### src/rtl/alu_iter_exec.sv
`default_nettype none
// ============================================================================
// Module      : alu_iter_exec
// Description : Single-issue ALU with a bit-serial shifter and valid/ready
//               handshakes on both the request and result sides.
// Revision    : 1.0 - initial release
// ============================================================================
module alu_iter_exec #(
    parameter int DATA_WIDTH = 32
) (
    input  logic                  clk,
    input  logic                  reset,
    input  logic                  valid_i,
    output logic                  ready_o,
    input  logic [3:0]            alu_operation_i,
    input  logic [DATA_WIDTH-1:0] a_i,
    input  logic [DATA_WIDTH-1:0] b_i,
    output logic                  result_valid_o,
    input  logic                  result_ready_i,
    output logic [DATA_WIDTH-1:0] result_o,
    output logic                  zero_o,
    output logic                  branch_taken_o,
    output logic                  illegal_o
);

    localparam logic [1:0] IDLE  = 2'd0;
    localparam logic [1:0] SHIFT = 2'd1;
    localparam logic [1:0] DONE  = 2'd2;

    logic [1:0]            state;
    logic [DATA_WIDTH-1:0] shift_reg;
    logic [4:0]            shift_cnt;
    logic                  shift_left;

    logic [DATA_WIDTH-1:0] alu_result;
    logic                  alu_branch;
    logic                  is_shift;
    logic [4:0]            shamt;
    logic [DATA_WIDTH-1:0] shift_next;

    assign shamt    = b_i[4:0];
    assign is_shift = (alu_operation_i == 4'b0100) || (alu_operation_i == 4'b0101);

    // Shift ops report a here; the nonzero-amount case goes through the serial shifter.
    always_comb begin
        alu_result = '0;
        alu_branch = 1'b0;
        case (alu_operation_i)
            4'b0000: alu_result = a_i + b_i;
            4'b0001: alu_result = a_i - b_i;
            4'b0010: alu_result = b_i;
            4'b0011: alu_result = a_i | b_i;
            4'b0100: alu_result = a_i;
            4'b0101: alu_result = a_i;
            4'b0110: alu_result = a_i & b_i;
            4'b0111: alu_result = a_i ^ b_i;
            4'b1000: begin
                alu_result = a_i - b_i;
                alu_branch = (a_i == b_i);
            end
            4'b1001: begin
                alu_result = a_i - b_i;
                alu_branch = (a_i != b_i);
            end
            4'b1010: begin
                alu_result = a_i - b_i;
                alu_branch = ($signed(a_i) < $signed(b_i));
            end
            4'b1011: alu_result = a_i + b_i;
            4'b1100: alu_result = a_i + b_i;
            4'b1101: alu_result = a_i + DATA_WIDTH'(4);
            4'b1110: alu_result = (a_i + b_i) & ~DATA_WIDTH'(1);
            default: alu_result = '0;
        endcase
    end

    assign shift_next = shift_left ? (shift_reg << 1) : (shift_reg >> 1);

    always_ff @(posedge clk) begin
        if (!reset) begin
            state          <= IDLE;
            shift_reg      <= '0;
            shift_cnt      <= '0;
            shift_left     <= 1'b0;
            result_o       <= '0;
            zero_o         <= 1'b0;
            branch_taken_o <= 1'b0;
            illegal_o      <= 1'b0;
        end else begin
            case (state)
                IDLE: begin
                    if (valid_i) begin
                        if (is_shift && (shamt != 5'd0)) begin
                            shift_reg  <= a_i;
                            shift_cnt  <= shamt;
                            shift_left <= (alu_operation_i == 4'b0100);
                            state      <= SHIFT;
                        end else begin
                            result_o       <= alu_result;
                            zero_o         <= (alu_result == '0);
                            branch_taken_o <= alu_branch;
                            illegal_o      <= (alu_operation_i == 4'b1111);
                            state          <= DONE;
                        end
                    end
                end
                SHIFT: begin
                    shift_reg <= shift_next;
                    shift_cnt <= shift_cnt - 5'd1;
                    if (shift_cnt == 5'd1) begin
                        result_o       <= shift_next;
                        zero_o         <= (shift_next == '0);
                        branch_taken_o <= 1'b0;
                        illegal_o      <= 1'b0;
                        state          <= DONE;
                    end
                end
                DONE: begin
                    if (result_ready_i) begin
                        state <= IDLE;
                    end
                end
                default: state <= IDLE;
            endcase
        end
    end

    assign ready_o        = (state == IDLE);
    assign result_valid_o = (state == DONE);

endmodule
`default_nettype wire

### config.mk
export PLATFORM = sky130hd
export DESIGN_NAME = alu_iter_exec
export DESIGN_NICKNAME = d
export VERILOG_FILES = /design/src/rtl/alu_iter_exec.sv
export SDC_FILE = /design/constraint.sdc
export NUM_CORES = 1
export LEC_CHECK = 0
export BUFFER_PORTS_ARGS = -buffer_cell sky130_fd_sc_hd__buf_2
export CORE_UTILIZATION = 45
export DETAILED_ROUTE_END_ITERATION = 8
export PLACE_DENSITY = 0.66
export SLEW_MARGIN = 40
export SYNTH_ARGS = -nofsm -noshare
export SYNTH_HDL_FRONTEND = slang
export SYNTH_SLANG_ARGS = --single-unit
### constraint.sdc
create_clock -name clk -period 3.6 [get_ports clk]
set_clock_uncertainty 0.1 [all_clocks]
set_input_delay 0 -clock clk [delete_from_list [all_inputs] [get_ports clk]]
set_output_delay 0 -clock clk [all_outputs]
set_load 0.02 [all_outputs]
==> reports/metrics.csv, run 1 <==
metric,value,unit
status,completed,
intPower,2410,µW
vias,14000,
areaGrowthSynthToFinish,33.9,%
grt_pass1_vias,12900,
fmax,0.283,GHz
ys_async_sr_fraction,0,%
dp_hpwl,40100,µm
drt_iter0_markers,1635,
antenna_found_initial,0,
grt_max_degree,72,
crit_type,in -> reg,
r2r-end,zero_o$_SDFFE_PN0P_,
fin_setup_tns,0,ns
cap_violations,0,
syn_inst,1556,
n_antenna_cell,0,
arrival,3.70,ns
drv_slew,0,
globalRouteMet3Util,9.58,%
p_leak,0.00624,µW
vias_per_cell,6.32,
std_cell_rows,55,
layout_setup_ws,0.0646,ns
grt_util_met2,60.3,%
setup_violations,0,
grt-ovfl-total,0,
holdPathStages,3,
postLayoutCoreUtil,62.2,%
globalplace.congestion,1.07,
r2r_cells,13,
clk_pin_slew,0.06,ns
synth_flop_cell,dfxtp_1,
port_buffers,108,
clockBufferDepth,2,
pwr-share-seq,22.8,%
critPathMaxFanout,8,
hold_class,in -> reg,
synth_mux_area_share,4.07,%
drc,0,
design_area,14200,µm²
crit-reg2reg-launch,state[0]$_SDFFE_PN0P_,
yosys.area_share.simple,24.4,%
end_kind,flop,
numCtsBuffers,9,
start_kind,input port,
min_period,3.54,ns
start_util,46.4,%
startpoint,a_i[8],
dr.pass1.iters,7,
fin_crit_sh,98.2,%
relSlewSlack,42.2,%
synth.avg_cell_area,6.84,µm²
core_area,22900,µm²
synth_cell_type_count,91,
synth_compound_area_share,35.1,%
syn_nets,1729,
dpl-instance-area,13600,µm²
power.switching,1640,µW
synth-xor-area-share,2.47,%
whs_endpoint,shift_reg[31]$_SDFFE_PN0P_,
ant_nets,0,
worst_pin_slew,0.858,ns
netlist_area,10600,µm²
route.final.wire_length,49900,µm
drive_above_1_share,27.3,%
dieArea,24300,µm²
wl_per_cell,22.6,µm
hp-start,a_i[31],
ctsHtreeMaxLevel,3,
die_h,156,µm
pin_count,109,
dp_slack,-0.536,ns
cts_root_buf,clkbuf_16,
cts_tree,done,
synth-warning-count,0,
ys_seq_area_share,14.1,%
cts.sinks,75,
powerDensity,284,nW/µm²
synth_top_family_by_area,compound AO/OA/AOI/OAI gates,
power_frac_comb,53.2,%
required,3.76,ns
track_usage,40.5,%
clk_latency,0.34,ns
ff2ff_setup_slack,0.25,ns
use_met1,55.0,%
p_clk_share,24.0,%
hold_viol,0,
synth-edff-count,0,
ir_drop,316,µV
synth_fa_ha_area_share,12.0,%
grt_pass1_wl,74900,µm
ys_seq_elements,75,
die_w,156,µm
swShare,40.5,%
num-nets-final,2066,
grt_most_used_layer,met2,
-- synthesized netlist by cell type (all sizes together), types with 13 or more instances --
cell type  number  area (µm²)
dfxtp          75        1500
o31ai          13        97.6
o211ai         46         345
o21ai          90         450
nand4          19         119
nand3          46         230
and2           16         100
a221oi         17         155
ha             99        1240
a21oi         180         905
nor4           26         169
nand2b         17         106
nand2         174         661
nor2          121         454
o22ai          13        87.6
a211oi         48         360
mux2i          32         320
and3           14        87.6
inv           107         402
clkbuf         85         319
nor2b          22         138
or3            14        87.6
buf            23         110
xnor2          28         245
nor3           37         190
-- cell type report --
type	instances	area (µm²)
clock buffers	12	246
clock inverters	4	73.8
fillers	2149	8670
inverters	107	404
multi-input cells	1266	8580
flip-flops and latches	75	1510
well taps	313	392
repair buffers	434	3040
-- placed cells by master, fill, tap and decap left out, types with 7 or more instances in the layout --
| cell | n |
|---|---|
| buf_4 | 317 |
| a21oi_1 | 178 |
| nand2_1 | 173 |
| nor2_1 | 120 |
| buf_2 | 108 |
| inv_1 | 101 |
| ha_1 | 96 |
| o21ai_0 | 83 |
| dfxtp_1 | 74 |
| o211ai_1 | 46 |
| a211oi_1 | 46 |
| nand3_1 | 46 |
| nor3_1 | 35 |
| mux2i_1 | 32 |
| xnor2_1 | 28 |
| nor4_1 | 24 |
| nor2b_1 | 19 |
| nand4_1 | 19 |
| nand2b_1 | 16 |
| and2_1 | 15 |
| and3_1 | 14 |
| or3_1 | 14 |
| a221oi_1 | 13 |
| o31ai_1 | 12 |
| o22ai_1 | 11 |
| o21bai_1 | 10 |
| a221o_1 | 10 |
| o21a_1 | 9 |
| a21o_1 | 9 |
| clkbuf_16 | 9 |
| a31oi_1 | 8 |
| a222oi_1 | 8 |
| a22oi_1 | 8 |
| a211o_1 | 7 |
| or2_2 | 7 |
-- what timing repair did --
| action | 4_1_cts | 5_1_grt |
|---|---|---|
| resized for setup | 7 | 40 |
| setup endpoints to repair | 1 | 3 |
| hold endpoints to repair | 5 | 0 |
| hold buffers | 4 | 0 |
| pin swaps | 4 | 12 |
| setup buffers | 1 | 3 |
-- layer usage --
metal	share of wire, %	vias to the layer above
met5	0	-
met1	42	6472
li1	-	6415
met3	12	149
met4	4.1	0
met2	42	927
-- power groups by stage --
stage,combinational (µW),clock (µW),sequential [µW]
4_1_cts,2020,974,922
6_report,2150,969,922
3_3_place_gp,1980,0,937
5_1_grt,2280,1010,928
2_1_floorplan,1010,0,971
3_5_place_dp,2000,0,939
-- logic make-up after synthesis --
family / count (synthesis)
AOI/OAI and AO/OA: 558
and+or+nand+nor: 538
buffers and inverters: 215
adders and majority gates: 101
DFF: 75
muxes: 39
xor gates and xnor gates: 30
-- worst max-delay path, cell delays in order --
cell and delay [ns]:
buf_2 0.10, inv_1 0.05, ha_1 0.35, buf_4 0.18, inv_1 0.08, o31ai_1 0.62
a21oi_1 0.20, o21ai_2 0.12, a311oi_1 0.11, nor4_1 0.32, a21oi_1 0.10, or3_1 0.38
or4_4 0.44, or4b_4 0.53, o22ai_2 0.11
-- per-stage QoR --
step / instances / power (µW) / hold WS, ns
final: 2211 / 4040 / 0.0242
after global routing: 2211 / 4220 / 0.0531
after CTS: 2208 / 3920 / 0.0119
after detailed placement: 2187 / 2940 / 0.225
after global placement: 2187 / 2920 / 0.209
after floorplan: 1556 / 1980 / 0.0177
-- how the worst max path moves through the flow --
stage	to	slack [ns]	depth (start not counted)
2_1_floorplan	zero_o$_SDFFE_PN0P_	0.06	14
3_3_place_gp	zero_o$_SDFFE_PN0P_	-0.35	19
3_5_place_dp	zero_o$_SDFFE_PN0P_	-0.54	19
4_1_cts	zero_o$_SDFFE_PN0P_	0.01	15
5_1_grt	zero_o$_SDFFE_PN0P_	-0.01	18
6_report	zero_o$_SDFFE_PN0P_	0.06	15
(Power assumes the default switching activity.)
==> inputs of run 2 (changes only) <==
- CORE_MARGIN: unset -> 3
==> reports/metrics.csv, run 2 (same netlist as run 1, synthesis figures left out) <==
metric,value,unit
status,completed,
die_h,160,µm
std_cell_rows,55,
num-nets-final,2099,
crit_type,in -> reg,
postLayoutCoreUtil,62.9,%
antenna_found_initial,1,
vias_per_cell,6.24,
cts_tree,done,
critPathMaxFanout,4,
wl_per_cell,22.3,µm
ir_drop,308,µV
pwr-share-seq,23.3,%
core_area,22900,µm²
dp_slack,-0.524,ns
relSlewSlack,37.1,%
start_util,46.4,%
drt_iter0_markers,1711,
fmax,0.281,GHz
cts_root_buf,clkbuf_16,
required,3.77,ns
cpMaxStageDelayCell,or4b_4,
rsz0062_at_grt,yes,
fin_crit_sh,98.8,%
clk_latency,0.34,ns
drive_above_1_share,28.8,%
drc,0,
n_antenna_cell,0,
intPower,2280,µW
die_w,160,µm
final_common_cell,buf_4,
setup_violations,0,
cts.sinks,75,
numCtsBuffers,9,
powerDensity,274,nW/µm²
crit_top_cell,a21o_1,
grt_pass1_vias,13200,
hold_class,in -> reg,
hold_viol,0,
grt-ovfl-total,0,
route.final.wire_length,50100,µm
arrival,3.72,ns
vias,14000,
layout_setup_ws,0.0434,ns
power.total,3960,µW
ant_nets,0,
cap_violations,0,
p_clk_share,21.7,%
mostFrequentLayoutCells,"buf_4, a21oi_1, nand2_1, nor2_1, buf_2",
power.switching,1670,µW
grt_pass1_wl,76700,µm
track_usage,37.8,%
dieArea,25500,µm²
ctsHtreeMaxLevel,3,
end_kind,flop,
whs,0.0268,ns
clk_pin_slew,0.06,ns
start_kind,input port,
drv_slew,0,
pin_count,109,
globalplace.congestion,1.05,
areaGrowthSynthToFinish,35.6,%
swShare,42.3,%
grt_max_degree,56,
min_period,3.56,ns
dr.pass1.iters,8,
clockBufferDepth,2,
worst_pin_slew,0.934,ns
power_frac_comb,55.0,%
path_cells,buf_2 -> inv_2 -> ha_4 -> buf_4 -> a21o_1 -> nand4_1 -> a21o_1 -> a2111oi_4 -> o21ba_1 -> xnor2_1 -> a221o_1 -> or3_1 -> or4_4 -> or4b_4 -> o22ai_2,
port_buffers,108,
critPathMaxStageDelay,0.52,ns
dp_hpwl,40800,µm
p_leak,0.00636,µW
run 2: final timing paths:
check | from | endpoint | slack [ns] | cells past startpoint
worst max-delay path | b_i[1] | zero_o$_SDFFE_PN0P_ | 0.04 | 15
worst min-delay path | a_i[31] | shift_reg[31]$_SDFFE_PN0P_ | 0.03 | 3
worst max register to register | state[1]$_SDFFE_PN0P_ | zero_o$_SDFFE_PN0P_ | 0.26 | 13
worst min register to register | result_o[23]$_SDFFE_PN0P_ | result_o[23]$_SDFFE_PN0P_ | 0.34 | 2
run 2: final cells by class:
type | instances | area, µm²
clock inverter | 7 | 61.3
tap | 313 | 392
fill | 2241 | 8490
multi-input combinational | 1266 | 8540
sequential | 75 | 1500
timing repair buffer | 467 | 3300
inverter | 107 | 404
clock buffer | 9 | 225
run 2: per-stage QoR:
step	area, µm²	TNS, ns	instances
CTS	14200	0	2242
floorplan	10600	0	1556
detailed placement	13900	-1.36	2221
finish	14400	0	2244
global placement	13900	-1.47	2221
global route	14400	-0.0218	2244
run 2: metal layers:
metal | global-route usage [%] | wire, µm | share of wire (%) | vias up
li1 | - | - | - | 6474
met3 | 6.30 | 5750 | 11 | 142
met1 | 53.3 | 21200 | 42 | 6546
met4 | 13.6 | 2080 | 4.1 | 2
met2 | 57.9 | 21100 | 42 | 849
met5 | 0 | 10 | 0.020 | -
run 2: critical path: cells and delay by family:
family,cells,cell delay [ns]
AND/OR/NAND/NOR,4,1.60
AO/OA/AOI/OAI,6,1.52
XOR/XNOR,1,0.06
buffers and inverters,3,0.27
adder cells (fa/ha/maj),1,0.26
run 2: power groups by stage:
stage          clock (µW)  combinational (µW)  sequential [µW]
6_report              860                2170              922
5_1_grt               899                2320              929
4_1_cts               867                2070              920
2_1_floorplan           0                1010              971
3_3_place_gp            0                2030              936
3_5_place_dp            0                2050              938
run 2: what timing repair did:
item	in CTS	in global routing
hold endpoints to repair	4	0
setup buffers	2	2
pin swaps	3	14
gates resized for setup	8	38
hold buffers	3	0
endpoints found under the setup margin	1	5
==> inputs of run 3 (changes only) <==
- ABC_AREA: unset -> 1
==> reports/metrics.csv, run 3 <==
metric,value,unit
p_clk_share,24.7,%
ys_seq_elements,75,
ys_seq_area_share,12.8,%
vias_per_cell,5.78,
power_frac_comb,49.9,%
clk_latency,0.34,ns
rsz0062_at_grt,no,
drt_iter0_markers,2030,
ys_async_sr_fraction,0,%
power.total,3810,µW
track_usage,37.5,%
yosys-top-cells-area,"nand2_1, dfxtp_1, inv_1",
powerDensity,292,nW/µm²
syn_inst,2227,
dp_hpwl,44400,µm
num-nets-final,2479,
arrival,3.55,ns
swShare,45.6,%
critPathMaxStageDelay,0.53,ns
synth_top_area_share,22.7,%
post_cts.repair.setup_buffers,0,
dieArea,28100,µm²
port_buffers,108,
cp_top_family,simple AND/OR/NAND/NOR gates,
required,3.77,ns
min_period,3.38,ns
hold_viol,0,
start_util,46.2,%
grt_max_degree,67,
cts_tree,done,
vias,15300,
path_cells,dlygate4sd3_1 -> buf_2 -> inv_1 -> ha_1 -> inv_1 -> nand2_1 -> nand2_1 -> inv_1 -> nand3_1 -> nand2_1 -> nand3_1 -> nand2_1 -> nand3_1 -> nand3_1 -> nand3_1 -> nor2_1 -> nand3_1 -> nor2_1 -> nand2_1 -> a21oi_1,
ys_top_cells_by_count,"nand2_1, inv_1, nor2_1",
synth_top_cell_by_area,nand2_1,
synth-edff-count,0,
dr.pass1.iters,7,
crit_top_cell,nand3_1,
wl_per_cell,20.7,µm
drive_above_1_share,8.87,%
clk_pin_slew,0.06,ns
drc,0,
ant_nets,0,
path_depth,20,
end_kind,flop,
power.switching,1740,µW
pwr-share-seq,25.4,%
regArea,1500,µm²
status,completed,
grt_pass1_vias,13900,
mostFrequentLayoutCells,"nand2_1, inv_1, nor2_1, nand3_1, o21ai_0",
p_leak,0.00696,µW
route.final.wire_length,54600,µm
intPower,2070,µW
crit_type,in -> reg,
synth_most_common_cell,nand2_1,
r2r_cells,8,
areaGrowthSynthToFinish,11.0,%
synth_cell_type_count,39,
multiInputGateArea,8570,µm²
cts.sinks,75,
cts_root_buf,clkbuf_16,
critPathMaxFanout,9,
synth-warning-count,0,
cap_violations,0,
grt-ovfl-total,0,
die_w,168,µm
ctsHtreeMaxLevel,3,
netlist_area,11800,µm²
core_area,25500,µm²
syn_nets,2400,
numCtsBuffers,9,
cpMaxStageDelayCell,ha_1,
clockBufferDepth,2,
std_cell_rows,58,
antenna_found_initial,0,
worst_pin_slew,0.904,ns
synth_flop_cell,dfxtp_1,
pin_count,109,
setup_violations,0,
ir_drop,460,µV
whs,0.0242,ns
relSlewSlack,39.7,%
globalplace.congestion,1.04,
hold_class,in -> reg,
die_h,168,µm
fin_setup_tns,0,ns
holdPathStages,5,
final_common_cell,nand2_1,
drv_slew,0,
synth.avg_cell_area,5.29,µm²
start_kind,input port,
cp.buffers_inverters,5,
fmax,0.296,GHz
fin_crit_sh,93.8,%
fillers,2856,
n_antenna_cell,0,
grt_pass1_wl,81700,µm
[run 3: changes by cell type after synthesis, sizes merged, moves of 28 or more]
cell | before | now
a31oi | 8 | 47
nand2 | 174 | 720
a21oi | 180 | 99
xnor2 | 28 | 0
inv | 107 | 357
o211ai | 46 | 7
nor2 | 121 | 218
clkbuf | 85 | 39
nand3 | 46 | 189
mux2i | 32 | 3
a211oi | 48 | 11
o21ai | 90 | 163
[run 3: final timing paths]
path	startpoint	endpoint	slack, ns
min reg2reg	shift_reg[26]$_SDFFE_PN0P_	shift_reg[26]$_SDFFE_PN0P_	0.37
max reg2reg	state[0]$_SDFFE_PN0P_	shift_reg[24]$_SDFFE_PN0P_	0.93
min	alu_operation_i[3]	illegal_o$_SDFFE_PN0P_	0.02
max	b_i[4]	zero_o$_SDFFE_PN0P_	0.22
[run 3: tightest hold or removal path, cell delays in order]
cell and delay, ns:
buf_2 0.13, nand2_1 0.08, inv_1 0.06, nand4_1 0.09, a21oi_1 0.05
[run 3: cell type report]
cell class	instances	area share [%]
Multi-Input combinational cell	1710	65.6
Sequential cell	75	11.5
Clock inverter	1	0.230
Tap cell	330	3.16
Clock buffer	14	2.17
Inverter	360	10.4
Timing Repair Buffer	150	7.01
[run 3: logic make-up after synthesis]
| kind of cell | after synthesis | synth area share (%) |
|---|---|---|
| compound gates | 375 | 17.5 |
| xor+xnor | 3 | 0.223 |
| fa+ha+maj | 101 | 10.9 |
| buf+inv | 442 | 14.6 |
| flops | 75 | 12.8 |
| mux | 3 | 0.255 |
| simple gates | 1228 | 43.8 |
[run 3: power groups by stage]
stage | registers [µW] | clock network [µW] | logic (µW)
final | 967 | 941 | 1900
after CTS | 966 | 951 | 1830
after floorplan | 1050 | 0 | 1090
after detailed placement | 982 | 0 | 1810
after global routing | 976 | 978 | 2070
after global placement | 980 | 0 | 1800
[run 3: what timing repair did]
action,in CTS,in global routing
hold buffers,19,0
resized for setup,0,1
setup endpoints to repair,0,1
endpoints found under the hold margin,20,0
[run 3: metal layers]
metal / routed length [µm] / vias to the layer above / GRT usage [%]
met2: 22300 / 892 / 55.6
li1: - / 7296 / -
met3: 6970 / 124 / 10.8
met4: 1940 / 0 / 12.3
met1: 23400 / 6960 / 52.2
met5: 0 / - / 0
[run 3: metrics by stage]
stage | setup slack (ns) | cells | utilization [%] | cell area, µm²
2_1_floorplan | 1.47 | 2227 | - | 11800
3_3_place_gp | 0.376 | 2606 | 49.3 | 12600
3_5_place_dp | 0.390 | 2606 | 49.3 | 12600
4_1_cts | 0.391 | 2640 | 51.3 | 13100
5_1_grt | 0.0700 | 2640 | 51.3 | 13100
6_report | 0.222 | 2640 | 51.3 | 13100
